<file path="src/rtl/fetcher_param.sv">
// fetcher_param: fetches one instruction of 1..MAX_LEN bytes from a ROM of ROM_LAT cycles read latency.
// Latency len*ROM_LAT+1 cycles from the start edge to the done pulse; not pipelined, one fetch in flight.
// Optional macro FETCHER_WRAP_ERR_EN: end the fetch with err when it would run past the top address.
module fetcher_param #(
  parameter int DATA_W   = 8,
  parameter int ADDR_W   = 8,
  parameter int MAX_LEN  = 3,
  parameter int LEN_BITS = 2,
  parameter int ROM_LAT  = 1
) (
  input  logic                      clk_tb,
  input  logic                      rst,
  input  logic                      enable,
  input  logic [ADDR_W-1:0]         icp_value,
  input  logic [DATA_W-1:0]         rom_data_in,
  output logic [ADDR_W-1:0]         ecp_value,
  output logic [MAX_LEN*DATA_W-1:0] data_out,
  output logic [2:0]                len_out,
  output logic                      done,
  output logic                      err,
  output logic                      inhibit_cpu,
  output logic                      fetcher_inhibitted
);

  typedef enum logic [1:0] {IDLE, FETCH, DONE} state_t;

  localparam logic [1:0] LAT_LAST = 2'(ROM_LAT - 1);

  state_t                    state, state_nxt;
  logic [ADDR_W-1:0]         ecp_q;
  logic [MAX_LEN*DATA_W-1:0] data_q;
  logic [2:0]                len_q;
  logic [1:0]                k;
  logic [1:0]                lat_cnt;
  logic                      capture;
  logic                      last;
  logic                      wrap_hit;
  logic [4:0]                field_p1;
  logic [2:0]                dec_len;
  logic [2:0]                cur_len;

  // Opcode length decode is only meaningful on the capture of byte 0.
  always_comb begin
    field_p1 = 5'(rom_data_in[DATA_W-1 -: LEN_BITS]) + 5'd1;
    dec_len  = (field_p1 > 5'(MAX_LEN)) ? 3'(MAX_LEN) : field_p1[2:0];
    cur_len  = (k == 2'd0) ? dec_len : len_q;
    capture  = (state == FETCH) && (lat_cnt == LAT_LAST);
    last     = (({1'b0, k} + 3'd1) == cur_len);
  end

`ifdef FETCHER_WRAP_ERR_EN
  logic err_q;
  assign wrap_hit = (ecp_q == {ADDR_W{1'b1}}) && !last;
  assign err      = err_q;
`else
  assign wrap_hit = 1'b0;
  assign err      = 1'b0;
`endif

  always_ff @(posedge clk_tb or posedge rst) begin
    if (rst) state <= IDLE;
    else     state <= state_nxt;
  end

  always_comb begin
    state_nxt = state;
    case (state)
      IDLE:    if (enable) state_nxt = FETCH;
      FETCH:   if (capture && (last || wrap_hit)) state_nxt = DONE;
      DONE:    state_nxt = IDLE;
      default: state_nxt = IDLE;
    endcase
  end

  always_ff @(posedge clk_tb or posedge rst) begin
    if (rst) begin
      ecp_q   <= '0;
      data_q  <= '0;
      len_q   <= '0;
      k       <= '0;
      lat_cnt <= '0;
`ifdef FETCHER_WRAP_ERR_EN
      err_q   <= 1'b0;
`endif
    end else if (state == IDLE && enable) begin
      ecp_q   <= icp_value;
      data_q  <= '0;
      k       <= '0;
      lat_cnt <= '0;
`ifdef FETCHER_WRAP_ERR_EN
      err_q   <= 1'b0;
`endif
    end else if (capture) begin
      data_q[k*DATA_W +: DATA_W] <= rom_data_in;
      ecp_q   <= ecp_q + ADDR_W'(1);
      lat_cnt <= '0;
      k       <= k + 2'd1;
      if (k == 2'd0) len_q <= dec_len;
`ifdef FETCHER_WRAP_ERR_EN
      err_q   <= wrap_hit;
`endif
    end else if (state == FETCH) begin
      lat_cnt <= lat_cnt + 2'd1;
    end
  end

  assign ecp_value          = ecp_q;
  assign data_out           = data_q;
  assign len_out            = len_q;
  assign done               = (state == DONE);
  assign inhibit_cpu        = (state != IDLE);
  assign fetcher_inhibitted = (state == IDLE) && !enable;

endmodule

</file>
<file path="config.mk">
export PLATFORM = sky130hd
export DESIGN_NAME = fetcher_param
export DESIGN_NICKNAME = d
export VERILOG_FILES = /design/src/rtl/fetcher_param.sv
export SDC_FILE = /design/constraint.sdc
export NUM_CORES = 1
export LEC_CHECK = 0
export BUFFER_PORTS_ARGS = -buffer_cell sky130_fd_sc_hd__buf_4
export CORE_MARGIN = 2
export CORE_UTILIZATION = 50
export CTS_BUF_LIST = sky130_fd_sc_hd__clkbuf_4 sky130_fd_sc_hd__clkbuf_8 sky130_fd_sc_hd__clkbuf_16
export CTS_CLUSTER_DIAMETER = 80
export DETAILED_ROUTE_END_ITERATION = 7
export GPL_TIMING_DRIVEN = 0
export PLACE_DENSITY_LB_ADDON = 0.3
export SYNTH_ARGS = -nofsm -noshare
export SYNTH_HDL_FRONTEND = slang
export SYNTH_SLANG_ARGS = --single-unit
</file>
<file path="constraint.sdc">
create_clock -name clk_tb -period 2.4 [get_ports clk_tb]
set_input_delay 0.12 -clock clk_tb [delete_from_list [all_inputs] [get_ports clk_tb]]
set_output_delay 0.12 -clock clk_tb [all_outputs]
set_load 0.02 [all_outputs]
</file>
==> results_dict.tcl <==
set metrics [dict create \
    synth_edf_count 0 \
    initial_core_util_pct 51.96 \
    outcome "complete, but fails checks" \
    path_max_fanout 8 \
    violations "negative hold slack" \
    grt_use_total_pct 21.86 \
    syn-cell-area_um2 1888 \
    slew_headroom_pct 44.79 \
    drt_first_iter_violations 74 \
    drc 0 \
    path_clk_slew_ns 0.08 \
    wl_mm 4.117 \
    crit_end "data_out[16]" \
    yosysSeqAreaShare_pct 54.34 \
    cts_resized 0 \
    crit_required_ns 2.63 \
    reg2reg_depth 6 \
    whs_ns -0.0008074 \
    die_h_um 65.45 \
    tritoncts "built" \
    vias 1555 \
    syn_to_final_growth_pct 31.81 \
    criticalPathCategory "reg2reg" \
    synth-async-reset-ratio_pct 100.0 \
    yosysUniqueCellTypes 37 \
    num-nets-final 263 \
    tightest_slew_ns 0.8269 \
    drv_cap 0 \
    drtAntennaViolNets 0 \
    synth_common_cells "dfrtp_1, a22o_1, nand2_1" \
    vdd_ir_drop_max_v 0.0007935 \
    ios 58 \
    cts_root_buf "clkbuf_8" \
    clock_latency_ns 0.29 \
    r2r_slack_ns 0.30 \
    cts_hold_buf 0 \
    synth_top_area_cell "dfrtp_1" \
    final-seq-area_um2 1026 \
    fill_cells 304 \
    finClkSkew_ns 0.004230 \
    routed_via_density 5.437 \
    worstSetupStartpointType "flop" \
    first_global_vias 1511 \
    cts_buffers 5 \
    multi_input_comb_area_um2 798.3 \
    diodes 0 \
    hp-class "in2async" \
    cts_htree_levels 2 \
    grt_pass1_wl_mm 7.148 \
    arrival_ns 2.33 \
    setup_violations 0 \
    fin_setup_tns_ns 0 \
    synth_most_common_cell "dfrtp_1" \
    hold_viol 7 \
    synth_nets 200 \
    rsz0062_at_grt "no" \
    r2r-start "k[0]" \
    yosys_register_bits 41 \
    clock_path_buffers 2 \
    hpwl_mm 2.959 \
    power_leakage_nw 1.261 \
    port_buffers 56 \
    clkSinkCount 41 \
    die_area_um2 4284 \
    chipWidth_um 65.45 \
    synthCells 174 \
    postCtsSetupBuffers 0 \
    max_freq_mhz 476.8 \
    drive_above_1_share_pct 31.09 \
    r2r_end "data_out[16]" \
    drt_pass1_iterations 4 \
    grt_overflow 0 \
    gp_congestion 0.7606 \
    synth_area_leaders "dfrtp_1, a22o_1, ha_1" \
    synth_top_area_share_pct 54.34 \
    layout_setup_ws_ns 0.3025 \
    num_rows 22 \
    cp-end-kind "flop" \
    period_share_pct 87.39 \
    core_area_um2 3633 \
    ys.flop_type "dfrtp_1" \
    routedWlPerCell_um 14.40 \
    fin_crit_ns 2.097 \
    grt_max_degree 42 \
    drv_slew 0 \
    grt_antenna_before_repair 0 \
    critPathLaunch "k[0]" \
    yosysWarningCount 0 \
    power.density_nw_per_um2 1354 \
    dp_slack_ns 0.3296 \
    postSynthAreaPerCell_um2 10.85 \
]
==> layer usage <==
metal	vias to the layer above	part of all wire [%]	global-route usage (%)
met4	0	1.1	6.510
li1	746	-	-
met1	760	46	28.52
met2	44	48	35.84
met5	-	0	0
met3	5	5.5	5.822
==> stage by stage <==
step | util (%) | cells | power, mW | area, um2 | hold slack (ns)
2_1_floorplan | - | 174 | 2.199 | 1888 | 0.2368
3_3_place_gp | 65.19 | 278 | 2.763 | 2369 | 0.3233
3_5_place_dp | 65.19 | 278 | 2.802 | 2369 | 0.3273
4_1_cts | 68.49 | 286 | 3.396 | 2489 | 0.02241
5_1_grt | 68.49 | 286 | 3.635 | 2489 | 0.02976
6_report | 68.49 | 286 | 3.371 | 2489 | -0.0008074
==> cells in the final DEF (no fill, tap or decap), types with 2 or more instances in the layout <==
cell type / netlist / final
buf_4: 2 / 58
dfrtp_1: 41 / 41
a22o_1: 25 / 25
nand2_1: 22 / 22
nor2_1: 15 / 15
o21ai_0: 8 / 8
inv_1: 8 / 7
ha_1: 7 / 7
clkbuf_8: 0 / 6
nand3_1: 5 / 5
xnor2_1: 5 / 5
nor3_1: 4 / 4
buf_2: 3 / 3
a32o_1: 2 / 2
nor2b_1: 2 / 2
a21oi_1: 2 / 2
a211oi_1: 2 / 2
==> worst max-delay path, stage by stage (launching register included) <==
cell      delay, ns
dfrtp_1        0.39
clkbuf_1       0.35
inv_1          0.15
ha_1           0.29
nand3b_2       0.27
nor3b_4        0.38
a22o_1         0.20
==> area by class of cell <==
| type | count | area share [%] |
|---|---|---|
| Sequential cell | 41 | 41.23 |
| Buffer | 6 | 1.357 |
| Multi-Input combinational cell | 119 | 32.08 |
| Timing Repair Buffer | 56 | 16.89 |
| Clock buffer | 6 | 3.318 |
| Clock inverter | 2 | 1.508 |
| Inverter | 8 | 1.207 |
| Tap cell | 48 | 2.413 |
==> power by group <==
| group | switching [mW] | total [mW] | internal [mW] |
|---|---|---|---|
| Sequential | 0.206 | 1.14 | 0.931 |
| Combinational | 0.954 | 1.66 | 0.705 |
| Clock | 0.236 | 0.574 | 0.338 |
==> cell families after synthesis <==
family	share of synthesized area, %
AO/OA/AOI/OAI	19.09
XOR/XNOR	2.783
adder cells (fa/ha/maj)	4.639
buffers and inverters	3.379
flip-flops	54.34
multiplexers	0.5302
other	0.1986
AND/OR/NAND/NOR	15.04
==> worst min-delay path by stage <==
| stage | startpoint | endpoint | slack, ns | cells after the start |
|---|---|---|---|---|
| final | rst | ecp_value[3] | -0.0008 | 2 |
| after CTS | rst | data_out[14] | 0.02 | 2 |
| after global placement | icp_value[7] | ecp_value[7] | 0.32 | 3 |
| after floorplan | icp_value[0] | ecp_value[0] | 0.24 | 2 |
| after detailed placement | icp_value[0] | ecp_value[0] | 0.33 | 3 |
| after global routing | icp_value[0] | ecp_value[0] | 0.03 | 3 |
==> state kept, by name, indices dropped and copies added, names as in the netlist <==
signal and count:
k 2, data_out 24, len_out 3, ecp_value 8
state 2, lat_cnt 2
No activity file was read; power rests on OpenSTA's default activity.
